<file path="src/rtl/whackamole_pkg.sv">
// rtl/whackamole_pkg.sv - shared types, LFSR constants and widths for the mole round controller
package whackamole_pkg;

  typedef enum logic [2:0] {
    ST_IDLE,
    ST_ARM,
    ST_PLAY,
    ST_GAP,
    ST_DONE
  } state_e;

  localparam logic [15:0] LFSR_MASK         = 16'hB400;
  localparam logic [15:0] LFSR_SEED_DEFAULT = 16'hACE1;
  localparam int          SCORE_W           = 8;
  localparam int          ROUND_W           = 8;

  // Galois step, shifting right; the mask folds in when the bit shifted out is 1
  function automatic logic [15:0] lfsr_next(input logic [15:0] s);
    return {1'b0, s[15:1]} ^ (s[0] ? LFSR_MASK : 16'h0000);
  endfunction

endpackage

</file>
<file path="src/rtl/mole_round_ctrl_if.sv">
// rtl/mole_round_ctrl_if.sv - game-side signal bundle for the mole round controller
interface mole_round_ctrl_if
  import whackamole_pkg::*;
#(
  parameter int NUM_HOLES = 4
);
  logic                 start;
  logic [NUM_HOLES-1:0] btn;
  logic                 timer_timeout;
  logic                 timer_load;
  logic [NUM_HOLES-1:0] mole;
  logic [SCORE_W-1:0]   score;
  logic [ROUND_W-1:0]   round_cnt;
  logic                 game_over;
  logic [15:0]          lfsr;

  modport master (
    output start, btn, timer_timeout,
    input  timer_load, mole, score, round_cnt, game_over, lfsr
  );

  modport slave (
    input  start, btn, timer_timeout,
    output timer_load, mole, score, round_cnt, game_over, lfsr
  );
endinterface

</file>
<file path="src/rtl/mole_lfsr.sv">
// rtl/mole_lfsr.sv - free-running LFSR and hole picker that never repeats the previous hole
module mole_lfsr
  import whackamole_pkg::*;
#(
  parameter int          NUM_HOLES = 4,
  parameter logic [15:0] LFSR_SEED = LFSR_SEED_DEFAULT,
  localparam int         IDX_W     = $clog2(NUM_HOLES)
) (
  input  logic             clk,
  input  logic             rst,
  input  logic             take_i,
  output logic [IDX_W-1:0] idx_o,
  output logic [15:0]      lfsr_o
);

  logic [15:0]      lfsr_q;
  logic [IDX_W-1:0] prev_q;
  logic [IDX_W-1:0] raw_idx;

  // NUM_HOLES is a power of two, so the +1 wraps modulo NUM_HOLES for free
  assign raw_idx = lfsr_q[IDX_W-1:0];
  assign idx_o   = (raw_idx == prev_q) ? raw_idx + IDX_W'(1) : raw_idx;
  assign lfsr_o  = lfsr_q;

  always_ff @(posedge clk) begin
    if (rst) begin
      lfsr_q <= LFSR_SEED;
      prev_q <= '0;
    end else begin
      lfsr_q <= lfsr_next(lfsr_q);
      if (take_i) prev_q <= idx_o;
    end
  end

endmodule

</file>
<file path="src/rtl/mole_round_ctrl.sv">
// rtl/mole_round_ctrl.sv - round sequencer: arm timer, light a hole, score the press, dark gap
module mole_round_ctrl
  import whackamole_pkg::*;
#(
  parameter int          NUM_HOLES  = 4,
  parameter int          ROUNDS     = 10,
  parameter int          GAP_CYCLES = 3_000_000,
  parameter logic [15:0] LFSR_SEED  = LFSR_SEED_DEFAULT
) (
  input logic               clk,
  input logic               rst,
  mole_round_ctrl_if.slave  bus
);

  localparam int IDX_W = $clog2(NUM_HOLES);
  localparam int GAP_W = $clog2(GAP_CYCLES + 1);

  state_e               state_q;
  logic [NUM_HOLES-1:0] mole_q;
  logic [SCORE_W-1:0]   score_q;
  logic [ROUND_W-1:0]   round_q;
  logic                 game_over_q;
  logic                 timer_load_q;
  logic [GAP_W-1:0]     gap_q;
  logic [IDX_W-1:0]     pick_idx;
  logic [15:0]          lfsr_state;
  logic                 hit;
  logic                 miss;

  mole_lfsr #(
    .NUM_HOLES (NUM_HOLES),
    .LFSR_SEED (LFSR_SEED)
  ) u_lfsr (
    .clk    (clk),
    .rst    (rst),
    .take_i (state_q == ST_ARM),
    .idx_o  (pick_idx),
    .lfsr_o (lfsr_state)
  );

  // A matching press wins even when the timer expires in the same cycle
  always_comb begin
    hit  = (bus.btn == mole_q);
    miss = (|bus.btn) || bus.timer_timeout;
  end

  always_ff @(posedge clk) begin
    if (rst) begin
      state_q      <= ST_IDLE;
      mole_q       <= '0;
      score_q      <= '0;
      round_q      <= '0;
      game_over_q  <= 1'b0;
      timer_load_q <= 1'b0;
      gap_q        <= '0;
    end else begin
      case (state_q)
        ST_IDLE, ST_DONE: begin
          if (bus.start) begin
            score_q      <= '0;
            round_q      <= '0;
            game_over_q  <= 1'b0;
            timer_load_q <= 1'b1;
            state_q      <= ST_ARM;
          end
        end
        ST_ARM: begin
          timer_load_q <= 1'b0;
          mole_q       <= NUM_HOLES'(1) << pick_idx;
          state_q      <= ST_PLAY;
        end
        ST_PLAY: begin
          if (hit || miss) begin
            if (hit && score_q != {SCORE_W{1'b1}}) score_q <= score_q + SCORE_W'(1);
            mole_q  <= '0;
            round_q <= round_q + ROUND_W'(1);
            gap_q   <= GAP_W'(GAP_CYCLES - 1);
            state_q <= ST_GAP;
          end
        end
        ST_GAP: begin
          if (gap_q == '0) begin
            if (round_q == ROUND_W'(ROUNDS)) begin
              game_over_q <= 1'b1;
              state_q     <= ST_DONE;
            end else begin
              timer_load_q <= 1'b1;
              state_q      <= ST_ARM;
            end
          end else begin
            gap_q <= gap_q - GAP_W'(1);
          end
        end
        default: state_q <= ST_IDLE;
      endcase
    end
  end

  assign bus.mole       = mole_q;
  assign bus.score      = score_q;
  assign bus.round_cnt  = round_q;
  assign bus.game_over  = game_over_q;
  assign bus.timer_load = timer_load_q;
  assign bus.lfsr       = lfsr_state;

endmodule

</file>
<file path="src/flat_wrapper.sv">
// flat-port wrapper written by rule: the top's interface ports become plain ports
module mole_round_ctrl_flat import whackamole_pkg::*;
#(
  parameter int          NUM_HOLES  = 4,
  parameter int          ROUNDS     = 10,
  parameter int          GAP_CYCLES = 3_000_000,
  parameter logic [15:0] LFSR_SEED  = LFSR_SEED_DEFAULT
)
  (clk, rst, bus_start, bus_btn, bus_timer_timeout, bus_timer_load, bus_mole, bus_score, bus_round_cnt, bus_game_over, bus_lfsr);
  mole_round_ctrl_if #(.NUM_HOLES(NUM_HOLES)) bus_i ();
  input logic clk;
  input logic rst;
  input wire logic [$bits(bus_i.start)-1:0] bus_start;
  input wire logic [$bits(bus_i.btn)-1:0] bus_btn;
  input wire logic [$bits(bus_i.timer_timeout)-1:0] bus_timer_timeout;
  output wire logic [$bits(bus_i.timer_load)-1:0] bus_timer_load;
  output wire logic [$bits(bus_i.mole)-1:0] bus_mole;
  output wire logic [$bits(bus_i.score)-1:0] bus_score;
  output wire logic [$bits(bus_i.round_cnt)-1:0] bus_round_cnt;
  output wire logic [$bits(bus_i.game_over)-1:0] bus_game_over;
  output wire logic [$bits(bus_i.lfsr)-1:0] bus_lfsr;
  assign bus_i.start = bus_start;
  assign bus_i.btn = bus_btn;
  assign bus_i.timer_timeout = bus_timer_timeout;
  assign bus_timer_load = bus_i.timer_load;
  assign bus_mole = bus_i.mole;
  assign bus_score = bus_i.score;
  assign bus_round_cnt = bus_i.round_cnt;
  assign bus_game_over = bus_i.game_over;
  assign bus_lfsr = bus_i.lfsr;
  mole_round_ctrl #(.NUM_HOLES(NUM_HOLES), .ROUNDS(ROUNDS), .GAP_CYCLES(GAP_CYCLES), .LFSR_SEED(LFSR_SEED)) u_core (.clk(clk), .rst(rst), .bus(bus_i));
endmodule
</file>
<file path="config.mk">
export PLATFORM = sky130hd
export DESIGN_NAME = mole_round_ctrl_flat
export DESIGN_NICKNAME = d
export VERILOG_FILES = /design/src/rtl/whackamole_pkg.sv /design/src/rtl/mole_round_ctrl_if.sv /design/src/rtl/mole_lfsr.sv /design/src/rtl/mole_round_ctrl.sv /design/src/flat_wrapper.sv
export SDC_FILE = /design/constraint.sdc
export NUM_CORES = 1
export LEC_CHECK = 0
export CAP_MARGIN = 20
export CORE_MARGIN = 8
export CORE_UTILIZATION = 54
export CTS_CLUSTER_DIAMETER = 40
export DETAILED_ROUTE_END_ITERATION = 16
export PLACE_DENSITY = 0.8
export SLEW_MARGIN = 25
export SYNTH_ARGS = -nofsm -noshare
export SYNTH_HDL_FRONTEND = slang
export SYNTH_SLANG_ARGS = --single-unit
export TNS_END_PERCENT = 10
</file>
<file path="constraint.sdc">
create_clock -name clk -period 2.6 [get_ports clk]
set_clock_uncertainty 0.2 [all_clocks]
set_input_delay 0.65 -clock clk [delete_from_list [all_inputs] [get_ports clk]]
set_output_delay 0.65 -clock clk [all_outputs]
set_load 0.01 [all_outputs]
</file>
==> summary.md <==
| Metric | Value |
|---|---|
| Status | finished clean |
| Critical path fanouts, max | 5 |
| Yosys reg bits | 65 |
| WL/cell | between 10 and 15 um |
| Seq/Total Area, Yosys | between 40% and 50% |
| CTS H-tree lvls | 3 |
| CTS Sinks | 65 |
| Worst Hold Depth | 1 |
| Num rows | 27 |
| R2r worst-path depth | 7 |
| Commonest cells in the netlist | dfxtp_1 (65), a21oi_1 (31), nand2_1 (22), nor2_1 (22), o21ai_0 (14) |
| Largest net degree at the start of global routing | 48 |
| Post-synth EDFFs | 0 |
| Count leader, synth | dfxtp_1 |
| Placed cells | approximately 460 |
| Flop pwr share | between 30% and 40% |
| Hold Path Class | reg -> reg |
| DRC viols | 0 |
| Share of layout cells above drive strength 1 | between 10% and 20% |
| Worst-skew pair later-pin latency | 0.34 ns |
| Top-area cell type share of the netlist area | 42.0% |
| Fmax achieved | around 400 MHz |
| Setup CP Type | reg -> reg |
| Fin crit period | 2.47 ns |
| Chip height | approximately 92 um |
| Drt via density | around 5.6 |
| Starting Density | between 50% and 60% |
| Drt total wl | around 7000 um |
| DR pass1 iterations | 4 |
| Synth Instances | 347 |
| RSZ-0062 raised after global routing | no |
| GP Congestion | around 0.8 |
| Cell-internal power | slightly above 2 mW |
| Total negative slack | 0 ns |
| Slew @ Worst Pin | roughly 0.55 ns |
| MaxCap Viol Count | 0 |
| Fill cell count | between 400 and 500 |
| Final WS setup | about 0.13 ns |
| Final period utilization | 95.1% |
| Setup Fix Bufs, Post-CTS | 0 |
| Die W | roughly 90 um |
| Syn avg cell area | 8.93 um2 |
| ANT cells | 0 |
| Clock slew at reported path FFs | ~0.07 ns |
| Clock share of power | between 30% and 40% |
| Worst-path cell chain | inv_1, ha_1, or3b_4, or2_1, a311o_1, or4_1, a31oi_1 |
| Vias in the first global route | 2600 |
| Final worst hold slack | ~0.24 ns |
| DR vias | roughly 2700 |
| CP max stage delay | approximately 0.42 ns |
| Area Overhead vs Synth | 27.1% |
| Initial antenna violation count | 0 |
| Fin util | 71.1% |
| Slowest stage cell, crit path | or3b_4 |
| First-pass GRT wire length | 12200 um |
| Mapped Area | slightly above 3000 um2 |
| Leak | 1.41 nW |
| Fin. Hold Viols | 0 |
| NetSw | between 700 and 800 uW |
| Syn Nets | 359 |
| CP Data Arrival Time | approximately 2.5 ns |
| Critical path required time | between 2 and 3 ns |
| CTS tree | built |
| Yosys synthesis warning count | 0 |
| I/O Pins | between 40 and 50 |
| Buffers on Ports | 45 |
| Slew Limit Fails | 0 |
| CTS Buffer Depth | 2 |
| Distinct cells, synth | just under 60 |
| Initial drt markers | approximately 120 |
| Core area | ~5500 um2 |
| Critical Path End Type | flop |
| Nets@finish | 415 |
| Most used flip-flop cell after synthesis | dfxtp_1 |
| Final Non-Filler Cells | between 400 and 500 |
| Total gr overflow | 0 |
| Die ar. | roughly 8400 um2 |
| Clock root cell | clkbuf_8 |
| DRT antenna net count | 0 |
| Pwr dens | 727 nW/um2 |
| Top post-synthesis cells by area | dfxtp_1 (42%), a21oi_1 (5.0%), xnor2_1 (3.7%) |
| Inserted Clock Buffers | 9 |
| GR Util All Layers | approximately 17% |
| Gate power share | between 20% and 30% |
| HPWL Detailed | 4980 um |
| Startpoint Class | flop |
| Sw Share | between 20 and 30% |
| Max IR drop VDD | ~0.42 mV |
| Slew margin rel. | between 60% and 70% |
| Final setup viols | 0 |
| Cell taking the most area after synthesis | dfxtp_1 |
| Place WS | 0.0141 ns |
| Async set-or-reset flop fraction in the synthesized netlist | 0% |
[state kept, by name, summed over array words and instances, names as in the netlist]
name                   count
u_core.gap_q              22
u_core.u_lfsr.lfsr_o      16
u_core.bus.round_cnt       8
u_core.bus.score           8
u_core.bus.mole            4
u_core.state_q             3
u_core.u_lfsr.prev_q       2
u_core.bus.game_over       1
u_core.bus.timer_load      1
[kinds of logic (layout without fill, tap and decap cells)]
kind of cell / count (synthesis) / count (layout) / share of synthesized area, %
xor gates and xnor gates: 17 / 17 / 4.81
AOI/OAI and AO/OA: 86 / 86 / 17.8
buffers and inverters: 22 / 83 / 3.88
and+or+nand+nor: 149 / 149 / 28.6
muxes: 4 / 4 / 1.29
DFF: 65 / 65 / 42.0
adders and majority gates: 4 / 4 / 1.62
[placed cells by master (no fill, tap or decap), types with 3 or more instances in the layout]
master           instances
a21oi_1                 31
nor4_1                   3
dfxtp_1                 65
nor2b_1                  7
xnor2_1                 13
o2111ai_1                3
mux2i_1                  4
ha_1                     4
o31ai_1                  7
or4_1                    7
nor2_1                  22
nand2_1                 22
xor2_1                   4
a21o_1                   3
buf_4                   14
inv_1                    7
nand3b_1                 3
clkbuf_8                 9
and3_1                   6
nand2b_1                12
nand3_1                  8
nor3_1                   7
o21ai_0                 14
or3_1                   13
a31oi_1                  8
nand4_1                  6
or2_1                    3
or2_2                    9
clkdlybuf4s50_1         45
bufinv_16                4
a211oi_1                 4
[per-layer routing]
| layer | wire, um | vias up | global-route usage, % |
|---|---|---|---|
| met2 | 3320 | 52 | 27.6 |
| met5 | 0 | - | 0 |
| met3 | 334 | 4 | 5.79 |
| met1 | 3450 | 1249 | 22.1 |
| met4 | 42 | 0 | 4.97 |
| li1 | - | 1386 | - |
[power groups by stage]
stage	Combinational, mW	Sequential (mW)	Clock (mW)
6_report	0.594	1.13	1.13
5_1_grt	0.654	1.15	1.20
4_1_cts	0.592	1.13	1.15
3_5_place_dp	0.588	1.16	0
3_3_place_gp	0.577	1.15	0
2_1_floorplan	0.408	1.15	0
[area by class of cell]
class | count | area (um2) | share of cell area [%]
repair buffers | 60 | 576 | 14.6
flip-flops and latches | 65 | 1300 | 33.0
well taps | 72 | 90.1 | 2.29
inverters | 7 | 26.3 | 0.667
multi-input cells | 260 | 1680 | 42.6
clock inverters | 7 | 143 | 3.62
clock buffers | 9 | 124 | 3.15
[stage by stage]
| step | area (um2) | power [mW] |
|---|---|---|
| detailed placement | 3670 | 1.74 |
| global placement | 3670 | 1.73 |
| CTS | 3940 | 2.88 |
| global route | 3940 | 3.00 |
| finish | 3940 | 2.86 |
| floorplan | 3100 | 1.56 |
[critical path: cells and delay by family (launching register included)]
family / cells / cell delay [ns]
flip-flops: 1 / 0.33
buffers and inverters: 1 / 0.09
adder cells (fa/ha/maj): 1 / 0.19
AND/OR/NAND/NOR: 3 / 1.10
AO/OA/AOI/OAI: 2 / 0.50
[timing repair]
action                     CTS  global route
resized for setup            0             1
setup endpoints to repair    0             2
hold endpoints to repair     0             0
hold buffers                 0             0
[worst paths after layout]
| path | from | endpoint | slack, ns |
|---|---|---|---|
| setup / recovery | u_core.gap_q[1]$_SDFFE_PP0P_ | u_core.gap_q[14]$_SDFFE_PP0P_ | 0.13 |
| hold / removal | u_core.u_lfsr.lfsr_o[12]$_SDFF_PP0_ | u_core.u_lfsr.lfsr_o[11]$_SDFF_PP1_ | 0.24 |
| setup reg to reg | u_core.gap_q[1]$_SDFFE_PP0P_ | u_core.gap_q[14]$_SDFFE_PP0P_ | 0.13 |
| hold reg to reg | u_core.u_lfsr.lfsr_o[12]$_SDFF_PP0_ | u_core.u_lfsr.lfsr_o[11]$_SDFF_PP1_ | 0.24 |
Note: power is estimated with default switching activity, not from simulation.
